$ cat config.mk
export PLATFORM = sky130hd
export DESIGN_NAME = fetch_prefetch_queue
export DESIGN_NICKNAME = d
export VERILOG_FILES = /design/src/rtl/fetch_pkg.sv /design/src/rtl/sync_fifo.sv /design/src/rtl/fetch_prefetch_queue.sv
export SDC_FILE = /design/constraint.sdc
export NUM_CORES = 1
export LEC_CHECK = 0
export CORE_MARGIN = 4
export CORE_UTILIZATION = 60
export CTS_CLUSTER_SIZE = 8
export DETAILED_ROUTE_END_ITERATION = 16
export DONT_BUFFER_PORTS = 1
export GPL_TIMING_DRIVEN = 1
export PLACE_DENSITY = 0.84
export SYNTH_ARGS = -nofsm -noshare
export SYNTH_HDL_FRONTEND = slang
export SYNTH_SLANG_ARGS = --single-unit
export TNS_END_PERCENT = 30
$ cat constraint.sdc
create_clock -name clk -period 5.7 [get_ports clk]
set_input_delay 1.14 -clock clk [delete_from_list [all_inputs] [get_ports clk]]
set_output_delay 1.14 -clock clk [all_outputs]
set_load 0.005 [all_outputs]
$ cat src/rtl/fetch_pkg.sv
// Shared defaults and types for the instruction-fetch prefetch queue.
package fetch_pkg;
   localparam int unsigned           DEF_XLEN     = 32;
   localparam logic [DEF_XLEN-1:0]   DEF_RESET_PC = 32'h0000_0000;

   typedef enum logic {
      RUN   = 1'b0,
      DRAIN = 1'b1
   } fetch_state_t;

   typedef struct packed {
      logic [DEF_XLEN-1:0] pc;
      logic [DEF_XLEN-1:0] inst;
   } fetch_entry_t;
endpackage

$ cat src/rtl/sync_fifo.sv
// Power-of-two synchronous FIFO with flush and occupancy count; push into a full
// FIFO is accepted only when a pop frees the slot in the same cycle.
module sync_fifo #(
   parameter int unsigned DEPTH = 4,
   parameter int unsigned WIDTH = 32
) (
   input  logic                   clk,
   input  logic                   rst_ni,
   input  logic                   push_i,
   input  logic                   pop_i,
   input  logic                   flush_i,
   input  logic [WIDTH-1:0]       wdata_i,
   output logic [WIDTH-1:0]       rdata_o,
   output logic                   full_o,
   output logic                   empty_o,
   output logic [$clog2(DEPTH):0] count_o
);
   localparam int unsigned AW = $clog2(DEPTH);

   logic [WIDTH-1:0] mem_q [DEPTH];
   logic [AW-1:0]    wr_ptr_q, rd_ptr_q;
   logic [AW:0]      count_q;
   logic             do_push, do_pop;

   assign empty_o = (count_q == '0);
   assign full_o  = (count_q == (AW+1)'(DEPTH));
   assign do_pop  = pop_i & ~empty_o;
   assign do_push = push_i & (~full_o | do_pop);
   assign rdata_o = mem_q[rd_ptr_q];
   assign count_o = count_q;

   always_ff @(posedge clk or negedge rst_ni) begin
      if (!rst_ni) begin
         wr_ptr_q <= '0;
         rd_ptr_q <= '0;
         count_q  <= '0;
      end else if (flush_i) begin
         wr_ptr_q <= '0;
         rd_ptr_q <= '0;
         count_q  <= '0;
      end else begin
         if (do_push) wr_ptr_q <= wr_ptr_q + AW'(1);
         if (do_pop)  rd_ptr_q <= rd_ptr_q + AW'(1);
         count_q <= count_q + (AW+1)'(do_push) - (AW+1)'(do_pop);
      end
   end

   // Storage needs no reset: entries are only observed while counted valid.
   always_ff @(posedge clk) begin
      if (do_push && !flush_i) mem_q[wr_ptr_q] <= wdata_i;
   end
endmodule

$ cat src/rtl/fetch_prefetch_queue.sv
// Fetch front end: credit-limited in-order requests to instruction memory,
// buffered {pc, inst} delivery to decode, and redirect flush with stale drop.
//
// state | meaning
// RUN   | no stale responses pending; every response is delivered
// DRAIN | drop_cnt stale responses from before a redirect still to be discarded
module fetch_prefetch_queue
   import fetch_pkg::*;
#(
   parameter int unsigned     DEPTH    = 4,
   parameter int unsigned     XLEN     = DEF_XLEN,
   parameter logic [XLEN-1:0] RESET_PC = DEF_RESET_PC
) (
   input  logic            clk,
   input  logic            rst,
   output logic            imem_req_valid,
   input  logic            imem_req_ready,
   output logic [XLEN-1:0] imem_req_addr,
   input  logic            imem_resp_valid,
   input  logic [XLEN-1:0] imem_resp_data,
   input  logic            redirect_valid,
   input  logic [XLEN-1:0] redirect_pc,
   output logic            inst_valid,
   input  logic            inst_ready,
   output logic [XLEN-1:0] inst_out,
   output logic [XLEN-1:0] inst_pc
);
   localparam int unsigned CW = $clog2(DEPTH) + 1;

   fetch_state_t    state_q, state_d;
   logic [XLEN-1:0] fetch_pc_q, fetch_pc_d;
   logic [CW-1:0]   drop_q, drop_d;

   logic [CW-1:0]   tag_cnt, inst_cnt;
   logic [XLEN-1:0] tag_head;
   logic            tag_full, tag_empty, inst_full, inst_empty;
   logic            credit, accept, drop_now, deliver;
   fetch_entry_t    push_entry, head;
   logic            unused_flags;

   // The tag queue is never flushed: its count is the number of requests
   // still owed a response, stale or not, so it doubles as the outstanding count.
   assign credit         = (tag_cnt + inst_cnt) < CW'(DEPTH);
   assign imem_req_valid = rst & ~redirect_valid & credit;
   assign imem_req_addr  = fetch_pc_q;
   assign accept         = imem_req_valid & imem_req_ready;
   assign drop_now       = imem_resp_valid & (drop_q != '0);
   assign deliver        = imem_resp_valid & ~drop_now & ~redirect_valid;

   assign push_entry = '{pc: tag_head, inst: imem_resp_data};

   sync_fifo #(.DEPTH(DEPTH), .WIDTH(XLEN)) u_tag_fifo (
      .clk     (clk),
      .rst_ni  (rst),
      .push_i  (accept),
      .pop_i   (imem_resp_valid),
      .flush_i (1'b0),
      .wdata_i (fetch_pc_q),
      .rdata_o (tag_head),
      .full_o  (tag_full),
      .empty_o (tag_empty),
      .count_o (tag_cnt)
   );

   sync_fifo #(.DEPTH(DEPTH), .WIDTH($bits(fetch_entry_t))) u_inst_fifo (
      .clk     (clk),
      .rst_ni  (rst),
      .push_i  (deliver),
      .pop_i   (inst_ready & ~redirect_valid),
      .flush_i (redirect_valid),
      .wdata_i (push_entry),
      .rdata_o (head),
      .full_o  (inst_full),
      .empty_o (inst_empty),
      .count_o (inst_cnt)
   );

   assign unused_flags = tag_full ^ tag_empty ^ inst_full;

   assign inst_valid = ~inst_empty;
   assign inst_out   = inst_valid ? head.inst : '0;
   assign inst_pc    = inst_valid ? head.pc   : '0;

   always_comb begin
      state_d    = state_q;
      fetch_pc_d = fetch_pc_q;
      drop_d     = drop_q;
      if (redirect_valid) begin
         fetch_pc_d = {redirect_pc[XLEN-1:2], 2'b00};
         drop_d     = tag_cnt - CW'(imem_resp_valid);
         state_d    = (drop_d != '0) ? DRAIN : RUN;
      end else begin
         if (accept)   fetch_pc_d = fetch_pc_q + XLEN'(4);
         if (drop_now) drop_d     = drop_q - CW'(1);
         if (state_q == DRAIN && drop_d == '0) state_d = RUN;
      end
   end

   always_ff @(posedge clk or negedge rst) begin
      if (!rst) begin
         state_q    <= RUN;
         fetch_pc_q <= RESET_PC;
         drop_q     <= '0;
      end else begin
         state_q    <= state_d;
         fetch_pc_q <= fetch_pc_d;
         drop_q     <= drop_d;
      end
   end
endmodule

==> impl_results.md <==
* Number of detailed-route iterations in the first pass at 5
* Min-delay worst type: in -> async
* DRT iter0 DRCs at 762
* Die footprint at 30400 um^2
* Asr flop ratio synth at 0.113
* Clock buffer depth at 3
* Peak supply drop at 244 uV
* Via-per-instance ratio at 6.17
* Commonest cells after routing, fill and taps aside: edfxtp_1 (368), mux4_2 (92), and2_1 (64), clkbuf_16 (58), dfrtp_1 (44)
* Commonest non-fill, non-tap cell in the layout: edfxtp_1
* Largest cells by area after synthesis: edfxtp_1 (67%), mux4_2 (12%), dfrtp_1 (7.1%), and2_1 (2.7%), ha_1 (1.4%)
* Max Cap Viol at 0
* Layout area overhead at 11.5%
* Cell count after synthesis at 866
* Initial antenna violation count at 0
* Post-Synthesis Cell Area at 16600 um^2
* R2R Path End: u_tag_fifo.mem_q[0][18]$_DFFE_PP_
* Setup Buffers After CTS at 0
* CTS Buf Count at 57
* YS warnings at 0
* Reg2Reg Depth at 6
* Storage cell area at 12200 um^2
* Clock Latency Late Sink at 0.56 ns
* Final setup vio count at 0
* Pre-CTS WS at 2.23 ns
* Crit path largest cell delay at 0.92 ns
* Worst setup margin at 1.86 ns
* Avg WL per Cell at 25.1 um
* Worst path arrival time at 2.70 ns
* CP cell instances: buf_4 -> mux4_2 -> and2_1
* Die height at 174 um
* CTS Hold Bufs at 0
* Post-synth top area share at 0.666
* Max Freq at 260 MHz
* Diode count at 0
* First-pass GRT wire length at 50600 um
* Worst-Margin Slew at 1.08 ns
* Fill count at 1649
* Syn Area/Cell at 19.1 um^2
* FF-to-FF setup slack at 2.21 ns
* Vias at 7939
* CP Launch Type: flip-flop
* Routability cong. at 0.824
* Post-route cell area at 18500 um^2
* Antenna viol nets, final at 0
* Fin. Hold Viols at 0
* Max FO, Critical Path at 35
* Final Cycle Share at 0.674
* Final net count at 983
* Ys flop type: edfxtp_1
* Worst setup EP type: primary output
* P_leak at 0.00603 uW
* Slowest stage cell on the critical path: dfrtp_2
* Pin count of the biggest net entering global routing at 66
* Setup Skew at 0.0220 ns
* Horiz. Die Dim at 174 um
* PostCTS Resize Cnt at 0
* Slew Limit Fails at 0
* WS Path Type: reg -> out
* Core Rows at 60
* Setup Total Neg Slack at 0 ns
* Slew HR at 0.278
* Root cell of the clock tree: clkbuf_16
* Fraction of layout cells with a size suffix above 1 at 0.201
* R2r startpoint: u_tag_fifo.count_o[1]$_DFF_PN0_
* Cell variety after synth at 51
* Post-synth EDFFs at 368
* RSZ-0062 raised after global routing: false
* I/O pins at 168
* Port bufs at 0
* Area of the multi-input gates at 4110 um^2
* Register area share after synthesis at 0.737
* Flops & latches, synth at 415
* Pwr/cell area at 445 nW/um^2
* Post-DP HPWL at 18700 um
* Clk slew on worst S/H paths at 0.05 ns
* Status: finished, final reports clean
* Initial Utilization at 0.612
* Post-placement cell area at 16900 um^2
* Gr ovfl total at 0
* CTS tree: done
* Residual DRC at 0
* Number of global-route vias before repair at 8621
* Core footprint at 27100 um^2
* Clk sinks at 415
* CP required at 4.56 ns
* H-Tree Depth at 2
* Total global-route track usage at 0.215
* WL final at 32300 um
* Tmin final at 3.84 ns
* Post-synth top area cell: edfxtp_1
[synth_stat cells (all sizes together) (2+ instances only)]
| master | n |
|---|---|
| inv | 18 |
| nand4 | 10 |
| clkbuf | 25 |
| o21ai | 24 |
| and2 | 72 |
| ha | 18 |
| nor3 | 8 |
| o2111ai | 5 |
| a211oi | 2 |
| mux4 | 92 |
| mux2i | 2 |
| fa | 2 |
| nor2b | 2 |
| xor2 | 19 |
| nand2 | 40 |
| a21oi | 3 |
| nand3 | 21 |
| and4 | 3 |
| mux2 | 4 |
| nor4 | 6 |
| or4 | 2 |
| and3 | 6 |
| edfxtp | 368 |
| dfrtp | 47 |
| or3 | 2 |
| nor2 | 10 |
| o211ai | 5 |
| buf | 19 |
| xnor2 | 17 |
[where the power goes]
group / internal (uW) / total [uW] / leakage, uW / switching [uW]
Clock: 1820 / 2950 / 0.000746 / 1130
Combinational: 660 / 1360 / 0.00140 / 702
Sequential: 3640 / 3910 / 0.00389 / 273
[worst max-delay path, delay by kind of cell, from the launching register on]
| kind | cells | cell delay, ns |
|---|---|---|
| buffers and inverters | 1 | 0.59 |
| flip-flops | 1 | 0.92 |
| multiplexers | 1 | 0.39 |
| AND/OR/NAND/NOR | 1 | 0.23 |
[cell type report]
cell class                      count  area share
Clock buffer                       79      0.0827
Tap cell                          372      0.0252
Clock inverter                      1    0.000880
Sequential cell                   415       0.662
Inverter                           18     0.00365
Multi-Input combinational cell    392       0.222
Timing Repair Buffer                9     0.00365
[flip-flops by register name, summed over array words and instances (netlist names)]
signal                count
u_inst_fifo.mem_q       248
u_tag_fifo.mem_q        120
imem_req_addr            30
drop_q                    3
u_inst_fifo.count_o       3
u_tag_fifo.count_o        3
u_inst_fifo.rd_ptr_q      2
u_inst_fifo.wr_ptr_q      2
u_tag_fifo.rd_ptr_q       2
u_tag_fifo.wr_ptr_q       2
[cells by family after synthesis]
family,Yosys count,share of synthesized area
compound gates,48,0.0185
flops,415,0.737
fa+ha+maj,20,0.0160
simple gates,186,0.0637
mux,98,0.129
other cells,1,0.000226
buf+inv,62,0.0161
xor+xnor,36,0.0190
[through the flow]
stage                     instances  power, uW  hold WS, ns  utilization
after global routing           1286       8590        0.249        0.682
final                          1286       8220        0.271        0.682
after CTS                      1286       8300        0.250        0.682
after detailed placement       1206       5330        0.550        0.625
after floorplan                 869       4970        0.503            -
after global placement         1206       5270        0.531        0.625
[routing by layer]
layer  vias up  GRT usage  part of all wire
met3        49     0.0602             0.088
met5         -          0                 0
met1      4082      0.295              0.40
li1       3462          -                 -
met2       346      0.349              0.50
met4         0     0.0531             0.015
[how the worst max path moves through the flow]
stage	startpoint	end	slack [ns]	cells past startpoint
after global placement	u_tag_fifo.count_o[1]$_DFF_PN0_	u_tag_fifo.mem_q[0][27]$_DFFE_PP_	2.35	6
after CTS	u_inst_fifo.rd_ptr_q[0]$_DFFE_PN0P_	inst_pc[17]	1.78	3
final	u_inst_fifo.rd_ptr_q[1]$_DFFE_PN0P_	inst_pc[15]	1.86	3
after floorplan	redirect_valid	u_inst_fifo.mem_q[0][0]$_DFFE_PP_	1.89	3
after global routing	u_inst_fifo.rd_ptr_q[0]$_DFFE_PN0P_	inst_pc[17]	1.68	3
after detailed placement	u_tag_fifo.count_o[1]$_DFF_PN0_	u_tag_fifo.mem_q[0][25]$_DFFE_PP_	2.23	6
Power figures use the tool's default switching activity.
==> edit 1, RTL diff (same settings) <==
`DEPTH` is set to 4 in 2 places; all go to 8.
--- a/src/rtl/sync_fifo.sv
+++ b/src/rtl/sync_fifo.sv
@@ -1,7 +1,7 @@
 // Power-of-two synchronous FIFO with flush and occupancy count; push into a full
 // FIFO is accepted only when a pop frees the slot in the same cycle.
 module sync_fifo #(
-   parameter int unsigned DEPTH = 4,
+   parameter int unsigned DEPTH = 8,
    parameter int unsigned WIDTH = 32
 ) (
    input  logic                   clk,
--- a/src/rtl/fetch_prefetch_queue.sv
+++ b/src/rtl/fetch_prefetch_queue.sv
@@ -7,7 +7,7 @@
 module fetch_prefetch_queue
    import fetch_pkg::*;
 #(
-   parameter int unsigned     DEPTH    = 4,
+   parameter int unsigned     DEPTH    = 8,
    parameter int unsigned     XLEN     = DEF_XLEN,
    parameter logic [XLEN-1:0] RESET_PC = DEF_RESET_PC
 ) (
Behaviour: not the same (a bounded check fails within 4 cycles, from zero or initial values and one cycle with rst low).
==> edit 1 against the original RTL <==
Worst setup slack got worse by 0.32 ns. Final area up 89%. Power increased by 98%. Count of clock-buffer cells in the layout rose by 49. Combinational power is 130% higher. Routed wire length rose by 120%. Sequential cell count grew 375. Synthesized area up 88%. Via count grew 93%.
==> edit 1: results (changes against the original RTL) <==
metric,value,unit,change
Flop pwr share,46.1,%,was 47.5%
worst r2r src,drop_q[0],,was u_tag_fifo.count_o[1]
Area contributors post-synth,"edfxtp_1 (71%), mux4_2 (13%), dfrtp_1 (4.3%), mux2i_1 (2.2%), mux2_2 (1.3%)",,"was edfxtp_1 (67%), mux4_2 (12%), dfrtp_1 (7.1%), and2_1 (2.7%), ha_1 (1.4%)"
Post-synth EDFFs,736,,was 368
Final Cycle Share,73.0,%,was 67.4%
Placed Cells,2143,,was 1206
worst ir drop on vdd,0.399,mV,was 0.244 mV
met3 WL post-DR,6600,µm,was 2830 µm
Skew-Pair Late Insertion Delay,0.65,ns,was 0.56 ns
Worst path top cell family by delay,multiplexers,,was flip-flops
met2 WL,35800,µm,was 16100 µm
first-pass GRT wire length,107000,µm,was 50600 µm
crit path from,u_inst_fifo.rd_ptr_q[0],,was u_inst_fifo.rd_ptr_q[1]
DP Worst Slack,1.78,ns,was 2.23 ns
outcome,finished clean,,unchanged
Setup Skew,0.0370,ns,was 0.0220 ns
r2r setup slk,1.88,ns,was 2.21 ns
H-tree Lvls,3,,was 2
Cell variety after synth,49,,was 51
share of cells above drive strength 1,24.8,%,was 20.1%
critical path endpoint,inst_pc[14],,was inst_pc[15]
Num CTS Buffers,108,,was 57
met2 usage,42.5,%,was 34.9%
largest net degree at the start of global routing,64,,was 66
LEAKAGE,11.0,nW,was 6.03 nW
RePlAce Congestion,0.802,,was 0.824
worst reg-to-reg path cell count,7,,was 6
routed vias/inst,6.73,,was 6.17
DRT Wirelength,70700,µm,was 32300 µm
CP max stage cell,dfrtp_4,,was dfrtp_2
via count of the first global-routing pass,16500,,was 8621
-- edit 1: cell types whose count changed after synthesis, moves of 6 or more --
cell       delta
dfrtp_1       +7
mux2_2       +33
buf_1        +10
buf_2         +9
mux2i_1      +65
nor2_1       +85
and2_1       -69
nand3_1       -8
mux4_2       +92
edfxtp_1    +368
a31oi_1       +6
o2111ai_1     +7
clkbuf_1     +14
-- edit 1: cells by family after synthesis --
family,Yosys count,share of synthesized area [%]
flip-flops,790,75.3
multiplexers,287,16.8
AND/OR/NAND/NOR,204,3.14
buffers and inverters,100,1.34
XOR/XNOR,33,0.927
adder cells (fa/ha/maj),25,1.05
AO/OA/AOI/OAI,67,1.53
other,1,0.0120
-- edit 1: area by class of cell --
| cell class | instances | area (µm²) |
|---|---|---|
| inverters | 23 | 86.3 |
| fillers | 2929 | 16400 |
| repair buffers | 30 | 300 |
| clock buffers | 128 | 2800 |
| well taps | 680 | 851 |
| flip-flops and latches | 790 | 23500 |
| clock inverters | 4 | 61.3 |
| multi-input cells | 620 | 7410 |
==> edit 2, RTL diff (same flow settings) <==
Without the edit above. Make the reset (`rst` and `rst_ni`) synchronous in 2 clocked blocks.
--- a/src/rtl/sync_fifo.sv
+++ b/src/rtl/sync_fifo.sv
@@ -29,7 +29,7 @@
    assign rdata_o = mem_q[rd_ptr_q];
    assign count_o = count_q;
 
-   always_ff @(posedge clk or negedge rst_ni) begin
+   always_ff @(posedge clk) begin
       if (!rst_ni) begin
          wr_ptr_q <= '0;
          rd_ptr_q <= '0;
--- a/src/rtl/fetch_prefetch_queue.sv
+++ b/src/rtl/fetch_prefetch_queue.sv
@@ -96,7 +96,7 @@
       end
    end
 
-   always_ff @(posedge clk or negedge rst) begin
+   always_ff @(posedge clk) begin
       if (!rst) begin
          state_q    <= RUN;
          fetch_pc_q <= RESET_PC;
Check against the original RTL: differs if rst is asserted again (counterexample within 4 cycles, from zero or initial values and one cycle with rst low); with rst held inactive, the same outputs for 4 cycles.
==> edit 2 against the original RTL <==
Sequential cell count grew 4. Clock skew is essentially flat. Critical endpoint is now inst_out[9]. Count of clock-buffer cells in the layout shrank 2. Synthesized area is essentially flat. Worst setup slack lost 0.065 ns. First-iteration DRC count shrank 6.3%. Register-to-register slack gained 0.14 ns. Critical path depth is the same. Final area grew 0.40%. Routed wire length grew 8.8%. Largest cell class unchanged. Core utilization grew 0.27 points. Non-clock buffer count grew 5.
Power is not compared: it rests on default switching activity, and its combinational part moved more than twofold at a synthesized area within 25%.
==> edit 2: results (changes against the original RTL) <==
metric,value,unit,change
outcome,finished clean,,unchanged
# fillers,1679,,was 1649
Compound-Gate Fraction of Synth Area,2.81,%,was 1.85%
Setup Skew,0.0217,ns,was 0.0220 ns
DP Worst Slack,2.01,ns,was 2.23 ns
nets@finish,1029,,was 983
Cell variety after synth,55,,was 51
synth cell count leaders,"edfxtp_1 (368), mux4_2 (92), nor2b_1 (63)",,"was edfxtp_1 (368), mux4_2 (92), and2_1 (72)"
CP max stage cell,dfxtp_4,,was dfrtp_2
wire length per cell,26.4,µm,was 25.1 µm
"slowest stage delay, CP",0.97,ns,was 0.92 ns
Placed Cells,1251,,was 1206
Num CTS Buffers,58,,was 57
RePlAce Congestion,0.879,,was 0.824
share of cells above drive strength 1,19.8,%,was 20.1%
mux contribution to synthesized area,12.8,%,was 12.9%
Area contributors post-synth,"edfxtp_1 (67%), mux4_2 (12%), dfxtp_1 (6.2%), nor2b_1 (2.4%), ha_1 (1.4%)",,"was edfxtp_1 (67%), mux4_2 (12%), dfrtp_1 (7.1%), and2_1 (2.7%), ha_1 (1.4%)"
"Seq/Total Area, Yosys",72.8,%,was 73.7%
Syn Inst Count,907,,was 866
Iter 0 DRT Violations,714,,was 762
worst slew pin tran,1.11,ns,was 1.08 ns
via count of the first global-routing pass,8680,,was 8621
post-DP HPWL,20600,µm,was 18700 µm
xor and xnor area share after synthesis,1.21,%,was 1.90%
Total GRT Usage,23.2,%,was 21.5%
placed inst area,17000,µm²,was 16900 µm²
adder-cell share of the synthesized area,1.60,%,about the same
min-delay worst type,reg2reg,,was in2async
largest net degree at the start of global routing,64,,was 66
edit 2: cell count changes after synthesis, sizes merged, moves of 11 or more:
| cell | before | now |
|---|---|---|
| o21ai | 24 | 12 |
| and2 | 72 | 12 |
| xor2 | 19 | 8 |
| dfrtp | 47 | 0 |
| dfxtp | 0 | 51 |
| nor2 | 10 | 26 |
| nor2b | 2 | 63 |
| o311ai | 1 | 13 |
edit 2: cell type report:
type / count / area [µm²] / area share, %
clock buffer: 77 / 1520 / 8.20
clock inverter: 3 / 43.8 / 0.236
sequential: 419 / 12100 / 65.1
multi-input combinational: 423 / 4260 / 23.0
tap: 372 / 465 / 2.51
timing repair buffer: 14 / 105 / 0.566
inverter: 23 / 86.3 / 0.465
edit 2: layer usage:
metal	track usage (%)	wire (µm)	vias up
met4	6.57	719	0
met1	32.5	14000	4316
li1	-	-	3644
met3	5.83	3230	54
met2	37.1	17200	475
met5	0	0	-
edit 2: path summary, 6_finish.rpt:
path | start | cells after the start | slack, ns | endpoint
worst max-delay path | flop | 3 | 1.80 | inst_out[9]
worst min-delay path | u_tag_fifo.rd_ptr_q[1] | 2 | 0.53 | flop
worst max register to register | u_inst_fifo.count_o[1] | 6 | 2.35 | u_tag_fifo.mem_q[0][5]
worst min register to register | u_tag_fifo.rd_ptr_q[1] | 2 | 0.53 | flop
edit 2: worst min-delay path: stages (launching register included):
cell	delay, ns
dfxtp_1	0.32
xor2_1	0.06
nor2_1	0.10
edit 2: power breakdown:
| group | switching [W] | internal (W) |
|---|---|---|
| Combinational | 0.000346 | 0.000284 |
| Sequential | 0.000104 | 0.00355 |
| Clock | 0.00116 | 0.00183 |
| Total | 0.00161 | 0.00566 |
